### src/rtl/uart_cmd_rx.sv
// uart_cmd_rx: 8N1 UART receiver that assembles [0xA0|op, a, b] command frames for the FSM.
// Define UART_CMD_CHECKSUM_EN for a 4th byte carrying byte0^byte1^byte2.
module uart_cmd_rx #(
  parameter int CLKS_PER_BIT = 16,
  parameter int TIMEOUT_BITS = 20
) (
  input  logic       clock,
  input  logic       reset,
  input  logic       ena,
  input  logic       rx,
  output logic [7:0] a,
  output logic [7:0] b,
  output logic [2:0] opcode,
  output logic       cmd_valid,
  output logic       rx_busy,
  output logic       frame_err
);
  localparam int CW        = $clog2(CLKS_PER_BIT);
  localparam int TMO_LIMIT = TIMEOUT_BITS * CLKS_PER_BIT;
  localparam int TW        = $clog2(TMO_LIMIT + 1);
  localparam logic [CW-1:0] HALF_M1 = CW'(CLKS_PER_BIT / 2 - 1);
  localparam logic [CW-1:0] FULL_M1 = CW'(CLKS_PER_BIT - 1);
  localparam logic [TW-1:0] TMO_M1  = TW'(TMO_LIMIT - 1);

  typedef enum logic [1:0] {S_IDLE, S_START, S_DATA, S_STOP} state_e;

  state_e        state_q, state_d;
  logic          rx_meta_q, rxs_q;
  logic [CW-1:0] cnt_q, cnt_d;
  logic [2:0]    bit_q, bit_d;
  logic [7:0]    shift_q, shift_d;
  logic [1:0]    idx_q, idx_d;
  logic [2:0]    op_hold_q, op_hold_d;
  logic [7:0]    a_hold_q, a_hold_d;
  logic [TW-1:0] tmo_q, tmo_d;
  logic [7:0]    a_q, a_d, b_q, b_d;
  logic [2:0]    op_q, op_d;
  logic          cmd_valid_q, cmd_valid_d;
  logic          frame_err_q, frame_err_d;
  logic          byte_vld, stop_bad;
`ifdef UART_CMD_CHECKSUM_EN
  logic [7:0]    b_hold_q, b_hold_d;
  logic [7:0]    csum_q, csum_d;
`endif

  always_ff @(posedge clock or posedge reset) begin
    if (reset) begin
      rx_meta_q   <= 1'b1;
      rxs_q       <= 1'b1;
      state_q     <= S_IDLE;
      cnt_q       <= '0;
      bit_q       <= '0;
      shift_q     <= '0;
      idx_q       <= '0;
      op_hold_q   <= '0;
      a_hold_q    <= '0;
      tmo_q       <= '0;
      a_q         <= '0;
      b_q         <= '0;
      op_q        <= '0;
      cmd_valid_q <= 1'b0;
      frame_err_q <= 1'b0;
`ifdef UART_CMD_CHECKSUM_EN
      b_hold_q    <= '0;
      csum_q      <= '0;
`endif
    end else begin
      rx_meta_q   <= rx;
      rxs_q       <= rx_meta_q;
      state_q     <= state_d;
      cnt_q       <= cnt_d;
      bit_q       <= bit_d;
      shift_q     <= shift_d;
      idx_q       <= idx_d;
      op_hold_q   <= op_hold_d;
      a_hold_q    <= a_hold_d;
      tmo_q       <= tmo_d;
      a_q         <= a_d;
      b_q         <= b_d;
      op_q        <= op_d;
      cmd_valid_q <= cmd_valid_d;
      frame_err_q <= frame_err_d;
`ifdef UART_CMD_CHECKSUM_EN
      b_hold_q    <= b_hold_d;
      csum_q      <= csum_d;
`endif
    end
  end

  always_comb begin
    state_d     = state_q;
    cnt_d       = cnt_q;
    bit_d       = bit_q;
    shift_d     = shift_q;
    idx_d       = idx_q;
    op_hold_d   = op_hold_q;
    a_hold_d    = a_hold_q;
    tmo_d       = tmo_q;
    a_d         = a_q;
    b_d         = b_q;
    op_d        = op_q;
    cmd_valid_d = 1'b0;
    frame_err_d = 1'b0;
    byte_vld    = 1'b0;
    stop_bad    = 1'b0;
`ifdef UART_CMD_CHECKSUM_EN
    b_hold_d    = b_hold_q;
    csum_d      = csum_q;
`endif

    case (state_q)
      S_IDLE: begin
        if (!rxs_q) begin
          state_d = S_START;
          cnt_d   = '0;
        end
      end
      S_START: begin
        if (cnt_q == HALF_M1) begin
          cnt_d   = '0;
          bit_d   = '0;
          state_d = rxs_q ? S_IDLE : S_DATA;
        end else begin
          cnt_d = cnt_q + CW'(1);
        end
      end
      S_DATA: begin
        if (cnt_q == FULL_M1) begin
          cnt_d   = '0;
          shift_d = {rxs_q, shift_q[7:1]};
          bit_d   = bit_q + 3'd1;
          if (bit_q == 3'd7) state_d = S_STOP;
        end else begin
          cnt_d = cnt_q + CW'(1);
        end
      end
      S_STOP: begin
        if (cnt_q == FULL_M1) begin
          cnt_d    = '0;
          state_d  = S_IDLE;
          byte_vld = rxs_q;
          stop_bad = !rxs_q;
        end else begin
          cnt_d = cnt_q + CW'(1);
        end
      end
      default: state_d = S_IDLE;
    endcase

    // Inter-byte timeout only ticks while a frame is partially assembled.
    if (state_q == S_IDLE && !rxs_q) begin
      tmo_d = '0;
    end else if (idx_q == 2'd0) begin
      tmo_d = '0;
    end else if (state_q == S_IDLE) begin
      if (tmo_q == TMO_M1) begin
        tmo_d = '0;
        idx_d = 2'd0;
      end else begin
        tmo_d = tmo_q + TW'(1);
      end
    end

    if (stop_bad) begin
      frame_err_d = 1'b1;
      idx_d       = 2'd0;
    end else if (byte_vld) begin
      case (idx_q)
        2'd0: begin
          if (shift_q[7:3] == 5'b10100) begin
            op_hold_d = shift_q[2:0];
            idx_d     = 2'd1;
`ifdef UART_CMD_CHECKSUM_EN
            csum_d    = shift_q;
`endif
          end else begin
            frame_err_d = 1'b1;
            idx_d       = 2'd0;
          end
        end
        2'd1: begin
          a_hold_d = shift_q;
          idx_d    = 2'd2;
`ifdef UART_CMD_CHECKSUM_EN
          csum_d   = csum_q ^ shift_q;
`endif
        end
`ifdef UART_CMD_CHECKSUM_EN
        2'd2: begin
          b_hold_d = shift_q;
          csum_d   = csum_q ^ shift_q;
          idx_d    = 2'd3;
        end
        2'd3: begin
          idx_d = 2'd0;
          if (shift_q == csum_q) begin
            a_d         = a_hold_q;
            b_d         = b_hold_q;
            op_d        = op_hold_q;
            cmd_valid_d = 1'b1;
          end else begin
            frame_err_d = 1'b1;
          end
        end
`else
        2'd2: begin
          a_d         = a_hold_q;
          b_d         = shift_q;
          op_d        = op_hold_q;
          cmd_valid_d = 1'b1;
          idx_d       = 2'd0;
        end
`endif
        default: idx_d = 2'd0;
      endcase
    end

    if (!ena) begin
      state_d     = S_IDLE;
      cnt_d       = '0;
      idx_d       = 2'd0;
      tmo_d       = '0;
      cmd_valid_d = 1'b0;
      frame_err_d = 1'b0;
    end
  end

  assign a         = a_q;
  assign b         = b_q;
  assign opcode    = op_q;
  assign cmd_valid = cmd_valid_q;
  assign frame_err = frame_err_q;
  assign rx_busy   = ena && (state_q != S_IDLE);
endmodule

### config.mk
export PLATFORM = sky130hd
export DESIGN_NAME = uart_cmd_rx
export DESIGN_NICKNAME = d
export VERILOG_FILES = /design/src/rtl/uart_cmd_rx.sv
export SDC_FILE = /design/constraint.sdc
export NUM_CORES = 1
export LEC_CHECK = 0
export CAP_MARGIN = 20
export CORE_UTILIZATION = 35
export CTS_CLUSTER_SIZE = 25
export DETAILED_ROUTE_END_ITERATION = 7
export GPL_TIMING_DRIVEN = 0
export PLACE_DENSITY = 0.56
export SLEW_MARGIN = 20
export SYNTH_ARGS = -nofsm -noshare
export SYNTH_HDL_FRONTEND = slang
export SYNTH_SLANG_ARGS = --single-unit
### constraint.sdc
create_clock -name clock -period 1.8 [get_ports clock]
set_input_delay 0.36 -clock clock [delete_from_list [all_inputs] [get_ports clock]]
set_output_delay 0.36 -clock clock [all_outputs]
set_load 0.02 [all_outputs]
==> impl_metrics.prom, run 1 <==
# TYPE chip_impl_metric gauge
chip_impl_metric{name="io_buffers",unit=""} 25
chip_impl_metric{name="layout_worst_path_cycle_share",unit="%"} 99.8
chip_impl_metric{name="design.die.area",unit="um2"} 8060
chip_impl_metric{name="synth-async-reset-ratio",unit="%"} 100
chip_impl_metric{name="worst_skew_pair_later_pin_latency",unit="ns"} 0.34
chip_impl_metric{name="drt_drc_violations_left",unit=""} 0
chip_impl_metric{name="worst_setup_hold_path_clk_slew",unit="ns"} 0.07
chip_impl_info{name="run_status",value="finished clean"} 1
chip_impl_metric{name="die_width",unit="um"} 89.8
chip_impl_metric{name="antennaDiodeCount",unit=""} 0
chip_impl_metric{name="total_track_usage",unit="%"} 14.4
chip_impl_metric{name="grt_start_max_net_pins",unit=""} 34
chip_impl_metric{name="die_height",unit="um"} 89.8
chip_impl_metric{name="cts_hold_buf",unit=""} 0
chip_impl_metric{name="start_util",unit="%"} 36.8
chip_impl_metric{name="postPlaceCellArea",unit="um2"} 3120
chip_impl_metric{name="synth_edf_count",unit=""} 0
chip_impl_metric{name="timing_max_transition_violations_final",unit=""} 0
chip_impl_info{name="crit_start",value="cnt_q[0]$_DFFE_PP0P_"} 1
chip_impl_metric{name="yosys_warnings",unit=""} 0
chip_impl_info{name="synth-main-ff-cell",value="sky130_fd_sc_hd__dfrtp_1"} 1
chip_impl_info{name="criticalPathCategory",value="register to register"} 1
chip_impl_metric{name="grt_pass1_wl",unit="mm"} 9.07
chip_impl_metric{name="avgRoutedWirePerCell",unit="um"} 14.5
chip_impl_metric{name="fin_crit",unit="ns"} 1.80
chip_impl_metric{name="timing_worst_slew_pin_value",unit="ns"} 0.697
chip_impl_metric{name="total_leakage_power",unit="uW"} 0.00162
chip_impl_metric{name="max_slew_margin",unit="%"} 53.4
chip_impl_metric{name="power.ir.vdd_worst",unit="uV"} 609
chip_impl_metric{name="worstPathRequired",unit="ns"} 2.02
chip_impl_metric{name="register_area",unit="um2"} 1560
chip_impl_metric{name="io_pins",unit=""} 26
chip_impl_metric{name="drt_pre_antenna_iters",unit=""} 4
chip_impl_metric{name="max_cap_check_violation_count",unit=""} 0
chip_impl_info{name="worstReg2RegStart",value="cnt_q[0]$_DFFE_PP0P_"} 1
chip_impl_metric{name="synth_area",unit="um2"} 2700
chip_impl_metric{name="register_bit_count_reported_by_yosys",unit=""} 62
chip_impl_metric{name="sequential_element_share_of_the_synthesized_area",unit="%"} 57.6
chip_impl_metric{name="power.density_cell_area",unit="nW/um2"} 798
chip_impl_info{name="grt_setup_unrepaired",value="true"} 1
chip_impl_metric{name="tritoncts.num_buffers",unit=""} 9
chip_impl_metric{name="fmaxAchievable",unit="GHz"} 0.556
chip_impl_metric{name="netlist_instances",unit=""} 208
chip_impl_metric{name="synthesized_area_divided_by_synthesized_cell_count",unit="um2"} 13.0
chip_impl_metric{name="finalNetCount",unit=""} 264
chip_impl_metric{name="totalNegativeSetupSlack",unit="ns"} 0
chip_impl_metric{name="drt_first_iter_violations",unit=""} 71
chip_impl_metric{name="postSynthNetCount",unit=""} 216
chip_impl_metric{name="final-hold-violation-count",unit=""} 0
chip_impl_metric{name="grt_overflow_total",unit=""} 0
chip_impl_metric{name="finalInstanceArea",unit="um2"} 3590
chip_impl_metric{name="setup-violations-final",unit=""} 0
chip_impl_metric{name="yosysUniqueCellTypes",unit=""} 42
chip_impl_info{name="cts_tree",value="yes"} 1
chip_impl_metric{name="multi_input_area",unit="um2"} 1230
chip_impl_metric{name="cts_num_sinks",unit=""} 62
chip_impl_info{name="startpoint_type",value="register"} 1
chip_impl_metric{name="fillerInstances",unit=""} 656
chip_impl_metric{name="floorplan_core_area",unit="um2"} 7330
chip_impl_metric{name="worst-path-max-fanout",unit=""} 5
chip_impl_metric{name="post-dp-hpwl",unit="mm"} 3.19
chip_impl_metric{name="first_global_vias",unit=""} 1726
chip_impl_metric{name="number_of_vias_per_cell",unit=""} 4.87
chip_impl_metric{name="layout-drive-gt1-share",unit="%"} 34.9
chip_impl_metric{name="clk_path_buf_depth",unit=""} 2
chip_impl_metric{name="detail_route.wirelength",unit="mm"} 5.23
chip_impl_metric{name="cp_data_arrival_time",unit="ns"} 2.02
chip_impl_metric{name="area_growth_from_synthesis_to_layout",unit="%"} 33.0
chip_impl_metric{name="place.gp.congestion",unit=""} 0.769
chip_impl_metric{name="cts-htree-levels",unit=""} 3
chip_impl_info{name="cts_root_buffer",value="sky130_fd_sc_hd__clkbuf_8"} 1
chip_impl_info{name="min-delay-start",value="rx_meta_q$_DFF_PP1_"} 1
chip_impl_metric{name="clock-skew-final",unit="ns"} 0.00991
chip_impl_metric{name="dr_total_vias",unit=""} 1752
chip_impl_metric{name="row_count",unit=""} 31
chip_impl_metric{name="antenna_found_initial",unit=""} 0
chip_impl_info{name="worst_setup_path_end_kind",value="register"} 1
chip_impl_info{name="hold_path_class",value="register to register"} 1
chip_impl_metric{name="detail-route-antenna-nets",unit=""} 0
[per-layer routing]
metal | vias to the layer above | part of all wire (%) | track usage (%)
met5 | - | 0 | 0
li1 | 843 | - | -
met4 | 0 | 1.3 | 4.92
met2 | 26 | 45 | 20.8
met3 | 6 | 3.3 | 5.16
met1 | 877 | 50 | 19.9
[per-stage QoR]
step                util (%)  worst slack (ns)  hold slack (ns)  instances  power (uW)
floorplan                  -           -0.0404            0.345        208        1490
global placement        42.3            -0.776            0.348        332        1520
detailed placement      42.5            -0.766            0.349        333        1520
CTS                     48.3           -0.0309            0.356        359        2900
global route            48.9           -0.0792            0.358        360        2980
finish                  48.9           0.00301            0.352        360        2860
[registers in the layout, summed over array words and instances, names as in the netlist]
name and count:
idx_q 2, rx_meta_q 1, frame_err 1, cmd_valid 1, cnt_q 4, a 8
rxs_q 1, a_hold_q 8, opcode 3, b 8, state_q 2, tmo_q 9
bit_q 3, shift_q 8, op_hold_q 3
[worst max-delay path, stage by stage, from the launching register on]
cell                      delay (ns)
sky130_fd_sc_hd__dfrtp_1        0.39
sky130_fd_sc_hd__ha_4           0.15
sky130_fd_sc_hd__and3_4         0.20
sky130_fd_sc_hd__nand4_4        0.13
sky130_fd_sc_hd__nor3b_4        0.20
sky130_fd_sc_hd__buf_6          0.16
sky130_fd_sc_hd__buf_8          0.14
sky130_fd_sc_hd__mux2_4         0.30
[cell usage after synthesis, types with 2 or more instances]
library cell               count  area [um2]
sky130_fd_sc_hd__xor2_1        4        35.0
sky130_fd_sc_hd__nor2b_1       3        18.8
sky130_fd_sc_hd__ha_1          4        50.1
sky130_fd_sc_hd__nor3b_1       2        15.0
sky130_fd_sc_hd__xnor2_1       5        43.8
sky130_fd_sc_hd__and2_1        2        12.5
sky130_fd_sc_hd__nand3b_1      3        22.5
sky130_fd_sc_hd__mux2_2       37         417
sky130_fd_sc_hd__mux2_1        2        22.5
sky130_fd_sc_hd__dfstp_2       2        52.6
sky130_fd_sc_hd__dfrtp_1      60        1500
sky130_fd_sc_hd__nand4_1       4        25.0
sky130_fd_sc_hd__inv_1         3        11.3
sky130_fd_sc_hd__nor3_1        4        20.0
sky130_fd_sc_hd__nand2_1      13        48.8
sky130_fd_sc_hd__a21oi_1       2        10.0
sky130_fd_sc_hd__o221ai_1      2        17.5
sky130_fd_sc_hd__buf_4         3        22.5
sky130_fd_sc_hd__nand3_1       4        20.0
sky130_fd_sc_hd__nor2_1       15        56.3
sky130_fd_sc_hd__o22ai_1       4        25.0
sky130_fd_sc_hd__clkbuf_1      4        15.0
sky130_fd_sc_hd__o21ai_0       2        10.0
sky130_fd_sc_hd__and3_1        4        25.0
sky130_fd_sc_hd__a21boi_0      2        15.0
sky130_fd_sc_hd__mux2i_1       2        20.0
[area by class of cell]
cell class	count	share of cell area, %
multi-input cells	136	34.4
well taps	99	3.45
repair buffers	39	10.6
flip-flops and latches	62	43.4
clock buffers	9	3.45
clock inverters	7	2.72
plain buffers	5	1.53
inverters	3	0.419
[report_power, final]
part	internal, uW	switching (uW)	total [uW]
clock network	783	579	1360
logic	32.5	54.4	86.9
registers	1400	13.1	1410
total	2220	647	2860
[cells in the final DEF (no fill, tap or decap), types with 3 or more instances in the layout]
cell type / n
sky130_fd_sc_hd__clkdlybuf4s50_1: 23
sky130_fd_sc_hd__nand2_1: 12
sky130_fd_sc_hd__nor3_1: 4
sky130_fd_sc_hd__buf_6: 3
sky130_fd_sc_hd__clkbuf_8: 10
sky130_fd_sc_hd__and3_1: 3
sky130_fd_sc_hd__nand3b_1: 3
sky130_fd_sc_hd__ha_1: 3
sky130_fd_sc_hd__buf_8: 3
sky130_fd_sc_hd__xnor2_1: 5
sky130_fd_sc_hd__o22ai_1: 4
sky130_fd_sc_hd__buf_4: 9
sky130_fd_sc_hd__nor2_1: 14
sky130_fd_sc_hd__mux2_4: 25
sky130_fd_sc_hd__clkinvlp_4: 3
sky130_fd_sc_hd__nand4_1: 4
sky130_fd_sc_hd__dfrtp_1: 58
sky130_fd_sc_hd__nand3_1: 4
sky130_fd_sc_hd__xor2_1: 4
sky130_fd_sc_hd__mux2_2: 14
[worst paths after layout]
kind	depth (start not counted)	slack (ns)	end
max	7	0.003	b[1]$_DFFE_PP0P_
min	0	0.35	rxs_q$_DFF_PP1_
max reg2reg	7	0.003	b[1]$_DFFE_PP0P_
min reg2reg	0	0.35	rxs_q$_DFF_PP1_
max in group asynchronous	3	0.75	tmo_q[2]$_DFFE_PP0P_
min in group asynchronous	2	0.47	bit_q[0]$_DFFE_PP0P_
[cell families (layout without fill, tap and decap cells)]
| group | after synthesis | count (layout) | synth area share [%] |
|---|---|---|---|
| multiplexers | 41 | 41 | 17.0 |
| buffers and inverters | 10 | 63 | 1.81 |
| adder cells (fa/ha/maj) | 4 | 4 | 1.86 |
| AND/OR/NAND/NOR | 60 | 60 | 12.7 |
| XOR/XNOR | 9 | 9 | 2.92 |
| AO/OA/AOI/OAI | 22 | 22 | 6.08 |
| flip-flops | 62 | 62 | 57.6 |
[repair_timing]
action | 4_1_cts | 5_1_grt
buffers inserted | 10 | 1
gates cloned | 2 | 0
gates resized for setup | 41 | 13
endpoints found under the setup margin | 38 | 26
pin swaps | 4 | 1
Power figures use the tool's default switching activity.
==> run 2: changes to the inputs <==
CORE_MARGIN = 2   (was unset)
CTS_CLUSTER_DIAMETER = 40   (was unset)
==> impl_metrics.prom, run 2 (synthesis gave the netlist of run 1 again) <==
# TYPE chip_impl_metric gauge
chip_impl_metric{name="die_width",unit="um"} 91.8
chip_impl_metric{name="drt_drc_violations_left",unit=""} 0
chip_impl_metric{name="finalNetCount",unit=""} 266
chip_impl_metric{name="setup-violations-final",unit=""} 26
chip_impl_metric{name="fin_util",unit="%"} 47.1
chip_impl_metric{name="total_leakage_power",unit="uW"} 0.00163
chip_impl_info{name="grt_setup_unrepaired",value="true"} 1
chip_impl_metric{name="power.ir.vdd_worst",unit="uV"} 330
chip_impl_metric{name="first_global_vias",unit=""} 1753
chip_impl_info{name="top_layer_used",value="met4"} 1
chip_impl_metric{name="max_cap_check_violation_count",unit=""} 0
chip_impl_info{name="cts_tree",value="yes"} 1
chip_impl_metric{name="worstPathRequired",unit="ns"} 2.02
chip_impl_info{name="layout_commonest_cell",value="sky130_fd_sc_hd__dfrtp_1"} 1
chip_impl_metric{name="timing_worst_slew_pin_value",unit="ns"} 0.394
chip_impl_metric{name="avgRoutedWirePerCell",unit="um"} 14.3
chip_impl_metric{name="cts_num_sinks",unit=""} 62
chip_impl_info{name="run_status",value="finished, violations left"} 1
chip_impl_info{name="cts_root_buffer",value="sky130_fd_sc_hd__clkbuf_8"} 1
chip_impl_metric{name="max_slew_margin",unit="%"} 73.7
chip_impl_metric{name="io_pins",unit=""} 26
chip_impl_metric{name="post-dp-hpwl",unit="mm"} 3.35
chip_impl_metric{name="clock-skew-final",unit="ns"} 0.00862
chip_impl_metric{name="worst_skew_pair_later_pin_latency",unit="ns"} 0.34
chip_impl_metric{name="area_growth_from_synthesis_to_layout",unit="%"} 32.9
chip_impl_metric{name="floorplan_core_area",unit="um2"} 7610
chip_impl_metric{name="tritoncts.num_buffers",unit=""} 9
chip_impl_info{name="startpoint_type",value="register"} 1
chip_impl_metric{name="cp_data_arrival_time",unit="ns"} 2.07
chip_impl_metric{name="layout_worst_path_cycle_share",unit="%"} 102
chip_impl_info{name="worst_setup_path_end_kind",value="register"} 1
chip_impl_metric{name="grt_overflow_total",unit=""} 0
chip_impl_metric{name="detail-route-antenna-nets",unit=""} 0
chip_impl_metric{name="post-route-worst-setup-slack",unit="ns"} -0.0445
chip_impl_metric{name="worst_setup_hold_path_clk_slew",unit="ns"} 0.07
chip_impl_metric{name="drt_first_iter_violations",unit=""} 51
chip_impl_metric{name="cts-htree-levels",unit=""} 3
chip_impl_metric{name="drt_pre_antenna_iters",unit=""} 4
chip_impl_metric{name="layout-drive-gt1-share",unit="%"} 35.0
chip_impl_metric{name="register_area",unit="um2"} 1560
chip_impl_metric{name="worst-path-max-fanout",unit=""} 5
chip_impl_metric{name="detailroute.wirelength.met3",unit="um"} 213
chip_impl_metric{name="timing_max_transition_violations_final",unit=""} 0
chip_impl_metric{name="fin_crit",unit="ns"} 1.84
chip_impl_metric{name="total_track_usage",unit="%"} 13.8
chip_impl_metric{name="antennaDiodeCount",unit=""} 0
chip_impl_metric{name="design.die.area",unit="um2"} 8420
chip_impl_metric{name="fillerInstances",unit=""} 705
chip_impl_info{name="hold_path_class",value="input pin to async pin"} 1
chip_impl_metric{name="multi_input_area",unit="um2"} 1210
chip_impl_metric{name="detail_route.wirelength",unit="mm"} 5.21
chip_impl_metric{name="stdcell_count",unit=""} 365
chip_impl_metric{name="antenna_found_initial",unit=""} 0
chip_impl_metric{name="detail_route.wirelength.met1",unit="mm"} 2.62
chip_impl_metric{name="clk_path_buf_depth",unit=""} 2
chip_impl_metric{name="cts_hold_buf",unit=""} 0
chip_impl_metric{name="dr_total_vias",unit=""} 1768
chip_impl_info{name="failed_checks",value="setup timing"} 1
chip_impl_info{name="largest-register",value="tmo_q"} 1
chip_impl_metric{name="start_util",unit="%"} 35.4
chip_impl_metric{name="place.gp.congestion",unit=""} 0.762
chip_impl_metric{name="grt_start_max_net_pins",unit=""} 31
chip_impl_metric{name="met2_wirelength",unit="mm"} 2.32
chip_impl_metric{name="worst-r2r-setup-slack",unit="ns"} -0.04
chip_impl_metric{name="number_of_vias_per_cell",unit=""} 4.84
chip_impl_metric{name="largest_register_ffs",unit=""} 9
chip_impl_metric{name="io_buffers",unit=""} 25
chip_impl_metric{name="die_height",unit="um"} 91.8
chip_impl_metric{name="dp.cells",unit=""} 337
chip_impl_metric{name="row_count",unit=""} 32
chip_impl_metric{name="final-hold-violation-count",unit=""} 0
chip_impl_metric{name="fmaxAchievable",unit="GHz"} 0.542
chip_impl_metric{name="dp_worst_setup_slack",unit="ns"} -0.782
chip_impl_metric{name="power.density_cell_area",unit="nW/um2"} 792
chip_impl_info{name="criticalPathCategory",value="register to register"} 1
chip_impl_metric{name="grt_pass1_wl",unit="mm"} 8.98
chip_impl_info{name="layout_common_cells",value="58 x sky130_fd_sc_hd__dfrtp_1, 23 x sky130_fd_sc_hd__clkdlybuf4s50_1, 20 x sky130_fd_sc_hd__mux2_4"} 1
-- run 2: cell types whose count changed in the layout (fill, tap and decap cells not counted), sizes merged --
cell,before,now
clkinv,2,3
clkbuf,12,13
clkdlybuf4s15,0,1
inv,3,2
buf,17,18
clkinvlp,3,2
-- run 2: final timing paths --
| check | end | cells after the start | startpoint |
|---|---|---|---|
| worst max-delay path | a_hold_q[7]$_DFFE_PP0P_ | 7 | cnt_q[1]$_DFFE_PP0P_ |
| worst min-delay path | cnt_q[0]$_DFFE_PP0P_ | 2 | reset |
| worst max register to register | a_hold_q[7]$_DFFE_PP0P_ | 7 | cnt_q[1]$_DFFE_PP0P_ |
| worst min register to register | rxs_q$_DFF_PP1_ | 0 | rx_meta_q$_DFF_PP1_ |
| max in group asynchronous | a[7]$_DFFE_PP0P_ | 4 | reset |
| min in group clock | rxs_q$_DFF_PP1_ | 0 | rx_meta_q$_DFF_PP1_ |
-- run 2: power by group --
group | switching [uW] | total [uW] | internal (uW)
combinational | 54.5 | 89.2 | 34.8
clock | 555 | 1330 | 777
sequential | 13.2 | 1410 | 1400
-- run 2: per-stage QoR --
step                total power (uW)  hold slack, ns  setup TNS [ns]  area (um2)
detailed placement              1530           0.350           -8.04        3140
global route                    2970           0.283           -2.22        3580
floorplan                       1490           0.345          -0.283        2730
finish                          2840           0.284          -0.612        3580
global placement                1520           0.349          -11.19        3100
CTS                             2880           0.280          -0.592        3530
-- run 2: final cells by class --
type	instances	area share [%]
buffer	5	1.33
sequential	62	43.5
tap	102	3.56
inverter	3	0.419
multi-input combinational	136	33.8
clock inverter	6	2.41
timing repair buffer	41	11.5
clock buffer	10	3.56
-- run 2: critical path, stage by stage, from the launching register on --
cell and delay [ns]:
sky130_fd_sc_hd__dfrtp_1 0.40, sky130_fd_sc_hd__ha_4 0.15, sky130_fd_sc_hd__and3_4 0.21, sky130_fd_sc_hd__nand4_4 0.11
sky130_fd_sc_hd__buf_4 0.17, sky130_fd_sc_hd__nor3b_4 0.20, sky130_fd_sc_hd__buf_6 0.16, sky130_fd_sc_hd__mux2_2 0.33
-- run 2: routing by layer --
metal  vias to the layer above  track usage (%)
li1                        853                -
met1                       879             19.2
met2                        27             19.8
met3                         9             4.35
met4                         0             5.97
met5                         -                0
-- run 2: timing repair --
item	in CTS	in global routing
pin swaps	4	2
gates resized for setup	32	12
setup endpoints to repair	38	36
gates cloned	2	0
setup buffers	11	1
==> run 3: changes to the inputs <==
SETUP_SLACK_MARGIN = 0.1   (was unset)
SLEW_MARGIN = 0   (was 20)
==> impl_metrics.prom, run 3 (synthesis gave the netlist of run 1 again) <==
# TYPE chip_impl_metric gauge
chip_impl_info{name="worst_setup_path_end_kind",value="register"} 1
chip_impl_metric{name="stdcell_count",unit=""} 372
chip_impl_metric{name="fillerInstances",unit=""} 696
chip_impl_metric{name="timing_max_transition_violations_final",unit=""} 0
chip_impl_metric{name="layout-drive-gt1-share",unit="%"} 37.8
chip_impl_metric{name="clockPowerShare",unit="%"} 43.9
chip_impl_metric{name="post-layout-total-power",unit="uW"} 2690
chip_impl_metric{name="cts_num_sinks",unit=""} 62
chip_impl_metric{name="drt_pre_antenna_iters",unit=""} 4
chip_impl_metric{name="first_global_vias",unit=""} 1866
chip_impl_metric{name="post-route-worst-setup-slack",unit="ns"} -0.0970
chip_impl_metric{name="detail_route.wirelength.met1",unit="mm"} 2.81
chip_impl_metric{name="share_seq_of_total_power",unit="%"} 52.4
chip_impl_metric{name="place.gp.congestion",unit=""} 0.803
chip_impl_metric{name="critical_path.max_stage_delay",unit="ns"} 0.40
chip_impl_metric{name="drt_first_iter_violations",unit=""} 56
chip_impl_metric{name="clock-skew-final",unit="ns"} 0.00950
chip_impl_info{name="layout_common_cells",value="58 x sky130_fd_sc_hd__dfrtp_1, 31 x sky130_fd_sc_hd__mux2_4, 17 x sky130_fd_sc_hd__clkdlybuf4s50_1"} 1
chip_impl_metric{name="fmaxAchievable",unit="GHz"} 0.527
chip_impl_info{name="hold_path_class",value="register to register"} 1
chip_impl_metric{name="worst-path-max-fanout",unit=""} 6
chip_impl_info{name="critical_path.slowest_cell",value="sky130_fd_sc_hd__dfrtp_1"} 1
chip_impl_metric{name="timing_worst_slew_pin_value",unit="ns"} 0.648
chip_impl_metric{name="total_leakage_power",unit="uW"} 0.00179
chip_impl_metric{name="grt_start_max_net_pins",unit=""} 36
chip_impl_info{name="crit_path_frequent_cell",value="sky130_fd_sc_hd__buf_6"} 1
chip_impl_info{name="criticalPathCategory",value="register to register"} 1
chip_impl_metric{name="antennaDiodeCount",unit=""} 0
chip_impl_metric{name="dp.cells",unit=""} 336
chip_impl_metric{name="tritoncts.num_buffers",unit=""} 9
chip_impl_metric{name="power.switching",unit="uW"} 617
chip_impl_metric{name="worst_setup_hold_path_clk_slew",unit="ns"} 0.07
chip_impl_metric{name="clk_path_buf_depth",unit=""} 2
chip_impl_metric{name="logic_gate_share_of_total_power",unit="%"} 3.7
chip_impl_info{name="path_cells",value="ha_4 -> and3_4 -> buf_6 -> nand4_4 -> buf_6 -> nor3b_4 -> buf_6 -> mux2_2"} 1
chip_impl_metric{name="power.ir.vdd_worst",unit="uV"} 396
chip_impl_metric{name="max_cap_check_violation_count",unit=""} 0
chip_impl_metric{name="p_int",unit="uW"} 2080
chip_impl_info{name="startpoint_type",value="register"} 1
chip_impl_metric{name="design.die.area",unit="um2"} 8420
chip_impl_info{name="run_status",value="finished, violations left"} 1
chip_impl_metric{name="die_height",unit="um"} 91.8
chip_impl_metric{name="worst_skew_pair_later_pin_latency",unit="ns"} 0.34
chip_impl_metric{name="start_util",unit="%"} 35.4
chip_impl_metric{name="worst_hold_slack_after_final_layout",unit="ns"} 0.356
chip_impl_metric{name="floorplan_core_area",unit="um2"} 7610
chip_impl_metric{name="area_growth_from_synthesis_to_layout",unit="%"} 38.7
chip_impl_metric{name="finalInstanceArea",unit="um2"} 3740
chip_impl_metric{name="detail_route.wirelength",unit="mm"} 5.65
chip_impl_info{name="layout_commonest_cell",value="sky130_fd_sc_hd__dfrtp_1"} 1
chip_impl_metric{name="grt_overflow_total",unit=""} 0
chip_impl_metric{name="row_count",unit=""} 32
chip_impl_metric{name="detail-route-antenna-nets",unit=""} 0
chip_impl_metric{name="worst-r2r-setup-slack",unit="ns"} -0.1
chip_impl_metric{name="detailroute.wirelength.met3",unit="um"} 126
chip_impl_metric{name="worstPathRequired",unit="ns"} 2.02
chip_impl_metric{name="met2_wirelength",unit="mm"} 2.62
chip_impl_metric{name="layout_worst_path_cycle_share",unit="%"} 105
chip_impl_metric{name="number_of_vias_per_cell",unit=""} 4.88
chip_impl_info{name="top_layer_used",value="met4"} 1
chip_impl_metric{name="die_width",unit="um"} 91.8
chip_impl_info{name="grt_setup_unrepaired",value="true"} 1
chip_impl_info{name="cts_root_buffer",value="sky130_fd_sc_hd__clkbuf_8"} 1
chip_impl_metric{name="largest_register_ffs",unit=""} 9
chip_impl_metric{name="total_track_usage",unit="%"} 13.9
chip_impl_metric{name="final-hold-violation-count",unit=""} 0
chip_impl_metric{name="drt_drc_violations_left",unit=""} 0
chip_impl_metric{name="cts-htree-levels",unit=""} 3
chip_impl_info{name="largest-register",value="tmo_q"} 1
chip_impl_metric{name="io_buffers",unit=""} 25
chip_impl_metric{name="swShare",unit="%"} 22.9
chip_impl_metric{name="cp_data_arrival_time",unit="ns"} 2.12
chip_impl_metric{name="grt_pass1_wl",unit="mm"} 9.16
chip_impl_info{name="failed_checks",value="setup timing"} 1
chip_impl_metric{name="setup-violations-final",unit=""} 28
chip_impl_metric{name="max_slew_margin",unit="%"} 56.7
chip_impl_metric{name="antenna_found_initial",unit=""} 0
chip_impl_metric{name="power.density_cell_area",unit="nW/um2"} 720
chip_impl_metric{name="fin_crit",unit="ns"} 1.90
chip_impl_metric{name="dr_total_vias",unit=""} 1816
chip_impl_metric{name="postPlaceCellArea",unit="um2"} 3160
chip_impl_info{name="cts_tree",value="yes"} 1
chip_impl_metric{name="post-dp-hpwl",unit="mm"} 3.33
chip_impl_metric{name="finalNetCount",unit=""} 273
chip_impl_metric{name="io_pins",unit=""} 26
chip_impl_metric{name="avgRoutedWirePerCell",unit="um"} 15.2
chip_impl_metric{name="totalNegativeSetupSlack",unit="ns"} -2.12
-- run 3: worst paths after layout --
kind | startpoint | end | cells past startpoint
max in group asynchronous | reset | b[7]$_DFFE_PP0P_ | 3
setup reg to reg | cnt_q[0]$_DFFE_PP0P_ | a_hold_q[6]$_DFFE_PP0P_ | 8
setup / recovery | cnt_q[0]$_DFFE_PP0P_ | a_hold_q[6]$_DFFE_PP0P_ | 8
min in group asynchronous | reset | b[3]$_DFFE_PP0P_ | 2
hold reg to reg | rx_meta_q$_DFF_PP1_ | rxs_q$_DFF_PP1_ | 0
hold / removal | rx_meta_q$_DFF_PP1_ | rxs_q$_DFF_PP1_ | 0
-- run 3: per-stage QoR --
stage	util (%)	setup WS (ns)
6_report	49.2	-0.0970
5_1_grt	49.2	-0.166
4_1_cts	46.4	-0.112
3_5_place_dp	41.6	-0.760
3_3_place_gp	41.3	-0.758
2_1_floorplan	-	-0.0258
-- run 3: per-layer routing --
metal	GRT usage, %	vias up
li1	-	863
met4	7.46	0
met5	0	-
met3	2.38	5
met1	18.6	925
met2	21.7	23
-- run 3: worst max-delay path: cells and delay by family (launching register included) --
family | cells | cell delay (ns)
muxes | 1 | 0.33
DFF | 1 | 0.40
adders and majority gates | 1 | 0.15
and+or+nand+nor | 3 | 0.48
buffers and inverters | 3 | 0.42
-- run 3: repair_timing --
item,in CTS,in global routing
pin swaps,4,8
hold buffers,0,0
endpoints found under the setup margin,48,55
setup buffers,8,12
gates cloned,2,0
gates resized for setup,36,30
-- run 3: power groups by stage --
stage / Clock, uW / Combinational [uW] / Sequential (uW)
finish: 1180 / 99.4 / 1410
global route: 1280 / 112 / 1410
CTS: 1230 / 87.6 / 1410
detailed placement: 0 / 87.2 / 1430
global placement: 0 / 80.3 / 1430
floorplan: 0 / 54.0 / 1430
-- run 3: layout make-up --
type                    instances  area, um2  share of cell area, %
clock buffers                  10        128                   3.41
clock inverters                 6       62.6                   1.67
repair buffers                 47        492                   13.1
multi-input cells             136       1290                   34.6
plain buffers                   6       65.1                   1.74
inverters                       3       15.0                  0.401
well taps                     102        128                   3.41
flip-flops and latches         62       1560                   41.6
